`src/rtl/uart_tx_arbiter.sv`:
```
`default_nettype none
// ============================================================================
// Module  : uart_tx_arbiter
// Brief   : Round-robin arbiter that gives one UART TX FIFO to NUM_REQ byte
//           sources for one whole message at a time. Define UART_ARB_TIMEOUT_EN
//           to add a stall timeout that revokes a grant that stops making progress.
// Revision: 1.0
// ============================================================================
module uart_tx_arbiter #(
    parameter int NUM_REQ        = 4,
    parameter int TIMEOUT_CYCLES = 1024
) (
    input  logic                 clk,
    input  logic                 rst_n,
    input  logic [NUM_REQ-1:0]   req_valid,
    input  logic [8*NUM_REQ-1:0] req_data,
    input  logic [NUM_REQ-1:0]   req_last,
    output logic [NUM_REQ-1:0]   req_ack,
    output logic                 tx_available,
    output logic [7:0]           tx_data,
    input  logic                 tx_ack,
    output logic                 grant_valid,
    output logic [2:0]           grant_id,
    output logic                 timeout_abort
);

    typedef enum logic [0:0] {
        IDLE = 1'b0,
        BUSY = 1'b1
    } state_t;

    localparam logic [2:0] c_LAST_INIT = 3'(NUM_REQ - 1);
    localparam logic [3:0] c_NUM_REQ   = 4'(NUM_REQ);

    generate
        if (NUM_REQ < 2 || NUM_REQ > 8 || TIMEOUT_CYCLES < 2) begin : g_param_check
            $error("uart_tx_arbiter: unsupported parameter value");
        end
    endgenerate

    state_t      r_state;
    state_t      w_state_nxt;
    logic [2:0]  r_grant_id;
    logic [2:0]  w_grant_id_nxt;
    logic [2:0]  r_last_grant;
    logic [2:0]  w_last_grant_nxt;
    logic [7:0]  w_valid_ext;
    logic [7:0]  w_last_ext;
    logic [63:0] w_data_ext;
    logic        w_busy;
    logic        w_xfer;
    logic        w_rr_found;
    logic [2:0]  w_rr_id;

    // Widen per-requester buses to 8 lanes so a 3-bit owner index always fits.
    assign w_valid_ext  = 8'(req_valid);
    assign w_last_ext   = 8'(req_last);
    assign w_data_ext   = 64'(req_data);

    assign w_busy       = (r_state == BUSY);
    assign tx_available = w_busy & w_valid_ext[r_grant_id];
    assign tx_data      = w_busy ? w_data_ext[{r_grant_id, 3'b000} +: 8] : 8'h00;
    assign w_xfer       = tx_available & tx_ack;
    assign grant_valid  = w_busy;
    assign grant_id     = r_grant_id;

    always_comb begin
        req_ack = '0;
        for (int i = 0; i < NUM_REQ; i++) begin
            req_ack[i] = w_busy & tx_ack & (r_grant_id == 3'(i));
        end
    end

    // Search starts just after the previous owner so every requester gets a turn.
    always_comb begin
        logic [3:0] w_cand;
        w_cand     = '0;
        w_rr_found = 1'b0;
        w_rr_id    = r_last_grant;
        for (int i = 1; i <= NUM_REQ; i++) begin
            w_cand = {1'b0, r_last_grant} + 4'(i);
            if (w_cand >= c_NUM_REQ) begin
                w_cand = w_cand - c_NUM_REQ;
            end
            if (!w_rr_found && w_valid_ext[w_cand[2:0]]) begin
                w_rr_found = 1'b1;
                w_rr_id    = w_cand[2:0];
            end
        end
    end

`ifdef UART_ARB_TIMEOUT_EN
    localparam int c_STALL_W = $clog2(TIMEOUT_CYCLES);

    logic [c_STALL_W-1:0] r_stall;
    logic [c_STALL_W-1:0] w_stall_nxt;
    logic                 w_stall_hit;
    logic                 r_abort;
    logic                 w_abort_nxt;

    assign w_stall_hit   = (r_stall == c_STALL_W'(TIMEOUT_CYCLES - 1));
    assign timeout_abort = r_abort;

    // Counter is zero in IDLE, so it is already clear on entry to BUSY.
    always_comb begin
        w_stall_nxt = '0;
        if (w_busy && !w_xfer && !w_stall_hit) begin
            w_stall_nxt = r_stall + c_STALL_W'(1);
        end
    end

    always_ff @(posedge clk or negedge rst_n) begin
        if (!rst_n) begin
            r_stall <= '0;
            r_abort <= 1'b0;
        end else begin
            r_stall <= w_stall_nxt;
            r_abort <= w_abort_nxt;
        end
    end
`else
    assign timeout_abort = 1'b0;
`endif

    always_comb begin
        w_state_nxt      = r_state;
        w_grant_id_nxt   = r_grant_id;
        w_last_grant_nxt = r_last_grant;
`ifdef UART_ARB_TIMEOUT_EN
        w_abort_nxt      = 1'b0;
`endif
        case (r_state)
            IDLE: begin
                if (w_rr_found) begin
                    w_state_nxt    = BUSY;
                    w_grant_id_nxt = w_rr_id;
                end
            end
            BUSY: begin
                if (w_xfer && w_last_ext[r_grant_id]) begin
                    w_state_nxt      = IDLE;
                    w_last_grant_nxt = r_grant_id;
                end
`ifdef UART_ARB_TIMEOUT_EN
                else if (!w_xfer && w_stall_hit) begin
                    w_state_nxt      = IDLE;
                    w_last_grant_nxt = r_grant_id;
                    w_abort_nxt      = 1'b1;
                end
`endif
            end
            default: w_state_nxt = IDLE;
        endcase
    end

    always_ff @(posedge clk or negedge rst_n) begin
        if (!rst_n) begin
            r_state      <= IDLE;
            r_grant_id   <= '0;
            r_last_grant <= c_LAST_INIT;
        end else begin
            r_state      <= w_state_nxt;
            r_grant_id   <= w_grant_id_nxt;
            r_last_grant <= w_last_grant_nxt;
        end
    end

endmodule
`default_nettype wire

```
`config.mk`:
```
export PLATFORM = sky130hd
export DESIGN_NAME = uart_tx_arbiter
export DESIGN_NICKNAME = d
export VERILOG_FILES = /design/src/rtl/uart_tx_arbiter.sv
export SDC_FILE = /design/constraint.sdc
export NUM_CORES = 1
export LEC_CHECK = 0
export BUFFER_PORTS_ARGS = -buffer_cell sky130_fd_sc_hd__buf_2
export CAP_MARGIN = 20
export CORE_MARGIN = 3
export CORE_UTILIZATION = 41
export DETAILED_ROUTE_END_ITERATION = 6
export GPL_TIMING_DRIVEN = 0
export PLACE_DENSITY_LB_ADDON = 0.25
export REMOVE_ABC_BUFFERS = 1
export SLEW_MARGIN = 20
export SYNTH_ARGS = -nofsm -noshare
export SYNTH_HDL_FRONTEND = slang
export SYNTH_SLANG_ARGS = --single-unit
```
`constraint.sdc`:
```
create_clock -name clk -period 2.85 [get_ports clk]
set_input_delay 0.57 -clock clk [delete_from_list [all_inputs] [get_ports clk]]
set_output_delay 0.57 -clock clk [all_outputs]
set_load 0.01 [all_outputs]
```
==> results of run 1 <==
## power groups by stage
| stage | combinational [mW] | sequential (mW) | clock (mW) |
|---|---|---|---|
| final | 0.733 | 0.261 | 0.0861 |
| after global routing | 0.808 | 0.281 | 0.0974 |
| after CTS | 0.739 | 0.265 | 0.0901 |
| after detailed placement | 0.736 | 0.267 | 0 |
| after global placement | 0.721 | 0.261 | 0 |
| after floorplan | 0.526 | 0.247 | 0 |
## placed cells by master (no fill, tap or decap), drive strengths merged, types with 2 or more instances in the layout
master  synthesis  final
nor3            5      5
inv             4      4
mux2i           3      3
ha              2      2
a31oi           2      2
nand2b          2      2
a21oi           2      2
dfrtp           5      5
o22ai           2      2
nor2b           4      4
nand2           5      5
clkbuf          2      4
dfstp           2      2
and2           11     11
mux4           12     12
nor2            4      4
buf             3     59
nand4           2      2
o21ai           2      2
## worst max-delay path, cell delays in order (launching register included)
cell     delay [ns]
dfrtp_1        0.77
mux4_2         0.58
and2_1         0.16
buf_2          0.13
## worst min path at each step
stage | start | end | slack, ns | cells past startpoint
finish | rst_n | grant_id[0] | 0.14 | 1
global route | rst_n | r_last_grant[2] | 0.14 | 1
CTS | rst_n | grant_id[0] | 0.14 | 1
detailed placement | rst_n | r_last_grant[2] | 0.41 | 1
global placement | rst_n | r_last_grant[2] | 0.40 | 1
floorplan | rst_n | grant_id[0] | 0.27 | 0
## metal layers
metal	vias up	global-route usage (%)
met5	-	0
met4	0	3.93
met3	0	2.29
met2	25	33.9
met1	409	23.2
li1	441	-
## cell type report
class	count	area share, %
inverter	4	1.26
tap	25	2.63
clock buffer	4	2.21
multi-input combinational	69	54.1
timing repair buffer	59	24.9
sequential	7	15.0
## kinds of logic (layout without fill, tap and decap cells)
family / count (synthesis) / in the layout / share of synthesized area, %
compound gates: 15 / 15 / 12.5
flops: 7 / 7 / 20.6
mux: 16 / 16 / 36.1
simple gates: 35 / 35 / 22.5
fa+ha+maj: 2 / 2 / 2.90
other cells: 1 / 1 / 0.435
buf+inv: 9 / 67 / 4.93
## metrics by stage
step           power (mW)  setup slack (ns)
6_report             1.08             0.379
5_1_grt              1.19             0.137
4_1_cts              1.09             0.342
3_5_place_dp         1.00             0.387
3_3_place_gp        0.981             0.379
2_1_floorplan       0.773             0.617
## registers in the layout, summed over array words and instances (netlist names)
name          cells
r_last_grant      3
grant_valid       1
grant_id          3
==> results.py, run 1 <==
metrics = {
    "outcome": {
        "status": "completed",
    },
    "cells_and_area": {
        "multi_input_area_sq_um": 642,
        "fillers": 176,
        "nNetsFinal": 189,
        "area_growth_pct": 37.7,
        "fin_area_sq_um": 1190,
        "drive_gt1_share_pct": 55.9,
        "diodes": 0,
        "register_area_sq_um": 178,
        "fin_cells": 168,
        "utilization_pct": 63.9,
    },
    "synthesis": {
        "yosysUniqueCellTypes": 32,
        "synth_cells": 85,
        "synth.cell_area_sq_um": 862,
        "synthTopCellsByCount": "mux4_2 (12), and2_1 (10), dfrtp_1 (5), nand2_1 (5), nor3_1 (5)",
        "syn_avg_cell_area_sq_um": 10.1,
        "seq_area_frac_synth_pct": 20.6,
        "synth-seq-cells": 7,
        "ys.flop_type": "dfrtp_1",
        "synth_edf_count": 0,
        "synth-async-reset-ratio_pct": 100,
        "synth_top_area_cell": "mux4_2",
        "netlist_top_cells_area": "mux4_2 (31%), dfrtp_1 (15%), and2_1 (7.3%)",
        "yosysTopAreaCellShare_pct": 31.3,
        "synth.most_common_cell": "mux4_2",
        "yosys_warnings": 0,
    },
    "placement": {
        "placement.io_buffers": 59,
        "dp.cells": 164,
        "dpl_cell_area_sq_um": 1160,
        "dpl.hpwl_um": 1920,
        "gp_congestion": 0.885,
    },
    "sta": {
        "final_hold_viol_count": 0,
        "fin_crit_sh_pct": 86.7,
        "fmax_mhz": 405,
        "finalSetupViolCount": 0,
        "fin_worst_skew_ns": 0.00335,
        "maxSlewHeadroom_pct": 55.1,
        "finalHoldWorstSlack_ns": 0.144,
        "fin_setup_tns_ns": 0,
        "fin_crit_ns": 2.47,
        "tightest_slew_ns": 0.674,
        "rsz0062_at_grt": "no",
        "slew_viol_final": 0,
    },
    "clock_tree": {
        "cts_sinks": 7,
        "cts_buffer_depth": 2,
        "holdBufCountCts": 0,
        "cts_tree": "built",
        "worstSkewPairLatency_ns": 0.24,
        "root_buffer": "clkbuf_4",
        "post_cts_resize_count": 0,
        "post-cts-setup-buffer-count": 0,
        "clk_pin_slew_ns": 0.05,
        "htreeDepth": 1,
        "cts_buffers": 3,
    },
    "global_routing": {
        "grt-ovfl-total": 0,
        "grtUsageTotal_pct": 18.6,
        "grt_first_pass_wirelength_um": 3880,
        "grt_max_degree": 15,
        "grt_pass1_vias": 906,
        "grt_antenna_before_repair": 0,
    },
    "floorplan": {
        "start_util_pct": 46.4,
        "die-height_um": 51.9,
        "io_pins": 61,
        "die_area_sq_um": 2690,
        "fp.dieW_um": 51.9,
        "num_rows": 15,
        "coreArea_sq_um": 1860,
    },
    "detailed_routing": {
        "route.met2.wl_um": 1240,
        "drtAntennaViolNets": 0,
        "avgRoutedWirePerCell_um": 13.5,
        "first_iter_violations": 13,
        "routed_via_density": 5.21,
        "drc": 0,
        "dr.pass1.iters": 4,
        "dr_total_vias": 875,
        "wirelength_um": 2260,
        "top_layer": "met3",
        "wl_met1_um": 920,
        "wl_met3_um": 104,
    },
    "critical_path": {
        "reg2reg_setup_slack_ns": 0.39,
        "cp.required_ns": 2.28,
        "arrival_ns": 1.90,
        "crit_start": "grant_id[0]",
        "crit_fanout": 14,
        "cp-start-kind": "flop",
        "reg2reg_to": "grant_id[0]",
        "r2r-start": "r_last_grant[0]",
        "endpoint": "tx_data[7]",
        "critPathCaptureType": "primary output",
        "crit_type": "flop to primary output",
        "reg2reg_depth": 7,
    },
    "power_and_ir_drop": {
        "internal_power_mw": 0.610,
        "pwr-share-clk_pct": 8.0,
        "leakagePower_nw": 0.572,
        "switching_power_mw": 0.471,
        "combPwrFrac_pct": 67.9,
        "seqPwrFrac_pct": 24.1,
        "powerDensity_nw_per_um2": 910,
        "irDropWorstVdd_v": 0.000498,
        "swShare_pct": 43.6,
    },
    "min_path": {
        "hold_path_class": "input pin to async pin",
    },
    "flow_run": {
        "drv_cap": 0,
    },
}
(Power assumes the default switching activity.)
==> run 2: changes to the inputs <==
CORE_UTILIZATION = 42   (was 41)
CTS_BUF_LIST = sky130_fd_sc_hd__clkbuf_4   (was unset)
==> run 2 against run 1 <==
Against the previous run:
- worst hold slack got worse by 0.0063 ns
- combinational power increased by 0.5%
- total power increased by 1.2%
- clock power increased by 15%
- count of clock-buffer cells in the layout unchanged
- die area decreased by 2.1%
- via count increased by 4.3%
- fmax decreased by 1.7%
- register-to-register slack got worse by 0.05 ns
- wire length increased by 2.0%
- non-clock buffer count unchanged
- critical endpoint is now grant_id[0]
==> results.py, run 2 (same netlist as run 1, synthesis figures left out) <==
metrics = {
    "outcome": {
        "status": "completed",
    },
    "clock_tree": {
        "worstSkewPairLatency_ns": 0.25,
        "root_buffer": "clkbuf_4",
        "holdBufCountCts": 0,
        "cts_buffers": 3,
        "htreeDepth": 1,
        "post-cts-setup-buffer-count": 0,
        "cts_tree": "built",
        "post_cts_resize_count": 0,
        "cts_buffer_depth": 2,
        "clk_pin_slew_ns": 0.05,
        "cts_sinks": 7,
    },
    "global_routing": {
        "grt_first_pass_wirelength_um": 4080,
        "grtUsageTotal_pct": 20.4,
        "grt_pass1_vias": 932,
        "grt_antenna_before_repair": 0,
        "grt_max_degree": 15,
        "grt-ovfl-total": 0,
    },
    "floorplan": {
        "fp.dieW_um": 51.3,
        "num_rows": 15,
        "start_util_pct": 46.9,
        "coreArea_sq_um": 1840,
        "die_area_sq_um": 2630,
        "die-height_um": 51.3,
        "io_pins": 61,
    },
    "sta": {
        "slew_viol_final": 0,
        "setup_ws_ns": 0.336,
        "fin_crit_sh_pct": 88.2,
        "fmax_mhz": 398,
        "finalSetupViolCount": 0,
        "fin_crit_ns": 2.51,
        "rsz0062_at_grt": "no",
        "maxSlewHeadroom_pct": 57.5,
        "fin_setup_tns_ns": 0,
        "fin_worst_skew_ns": 0.00105,
        "final_hold_viol_count": 0,
        "tightest_slew_ns": 0.637,
    },
    "min_path": {
        "hold_path_class": "input pin to async pin",
    },
    "critical_path": {
        "cp.required_ns": 2.96,
        "cp_top_family": "compound AO/OA/AOI/OAI gates",
        "crit_type": "flop to flop",
        "cpMaxStageDelayCell": "dfstp_2",
        "cp-start-kind": "flop",
        "arrival_ns": 2.63,
        "slowest_delay_ns": 0.69,
        "crit_fanout": 13,
        "critPathCaptureType": "flop",
        "worstPathCellList": "inv_1 > ha_1 > mux4_2 > a21bo_2 > nor2_1 > a2111oi_0 > o32ai_1",
        "reg2reg_setup_slack_ns": 0.34,
        "path_buf_inv": 1,
    },
    "cells_and_area": {
        "diodes": 0,
        "fin_area_sq_um": 1190,
        "drive_gt1_share_pct": 56.6,
        "nNetsFinal": 189,
        "area_growth_pct": 38.2,
        "mostFrequentLayoutCells": "buf_2 (59), mux4_2 (12), and2_1 (10)",
        "mostFrequentLayoutCell": "buf_2",
        "fin_cells": 168,
    },
    "placement": {
        "dp.cells": 164,
        "dpl.hpwl_um": 1960,
        "gp_congestion": 0.863,
        "placement.io_buffers": 59,
        "pre_cts_slack_ns": 0.337,
        "dpl_cell_area_sq_um": 1160,
    },
    "detailed_routing": {
        "drtAntennaViolNets": 0,
        "dr.pass1.iters": 4,
        "drc": 0,
        "routed_via_density": 5.43,
        "avgRoutedWirePerCell_um": 13.7,
        "dr_total_vias": 913,
        "wirelength_um": 2310,
        "first_iter_violations": 14,
    },
    "power_and_ir_drop": {
        "irDropWorstVdd_v": 0.000517,
        "powerDensity_nw_per_um2": 918,
        "leakagePower_nw": 0.575,
    },
    "flow_run": {
        "drv_cap": 0,
    },
}
run 2: cell types whose count changed in the layout (fill, tap and decap cells not counted):
| cell | delta |
|---|---|
| clkbuf_1 | -1 |
| clkbuf_4 | +1 |
run 2: power by group:
group | switching, mW | leakage (nW) | internal [mW]
Sequential | 0.118 | 0.0837 | 0.140
Combinational | 0.320 | 0.473 | 0.417
Clock | 0.0359 | 0.0184 | 0.0629
Total | 0.474 | 0.575 | 0.619
run 2: final cells by class:
cell class | instances | area [sq um]
sequential | 7 | 178
multi-input combinational | 69 | 642
tap | 25 | 31.3
inverter | 4 | 15.0
fill | 178 | 648
clock buffer | 4 | 30.0
timing repair buffer | 59 | 295
run 2: path summary, 6_finish.rpt:
kind | startpoint | to | cells past startpoint
setup reg to reg | r_last_grant[0] | grant_id[0] | 7
hold reg to reg | grant_id[2] | grant_id[2] | 1
max in group asynchronous | rst_n | r_last_grant[0] | 1
min in group clk | grant_id[2] | grant_id[2] | 1
setup / recovery | r_last_grant[0] | grant_id[0] | 7
hold / removal | rst_n | grant_valid | 1
run 2: metrics by stage:
stage | utilization (%) | total power [mW] | hold slack (ns)
after CTS | 64.8 | 1.11 | 0.136
after global placement | 63.1 | 0.986 | 0.404
after floorplan | - | 0.773 | 0.274
after global routing | 64.8 | 1.20 | 0.138
after detailed placement | 63.1 | 1.00 | 0.407
final | 64.8 | 1.09 | 0.138
run 2: layer usage:
| metal | share of wire (%) | vias to the layer above | wire (um) | track usage, % |
|---|---|---|---|---|
| met5 | 0 | - | 0 | 0 |
| met4 | 3.1 | 0 | 72 | 9.61 |
| met2 | 55 | 29 | 1270 | 38.6 |
| li1 | - | 445 | - | - |
| met1 | 37 | 430 | 843 | 22.4 |
| met3 | 5.2 | 9 | 121 | 2.33 |
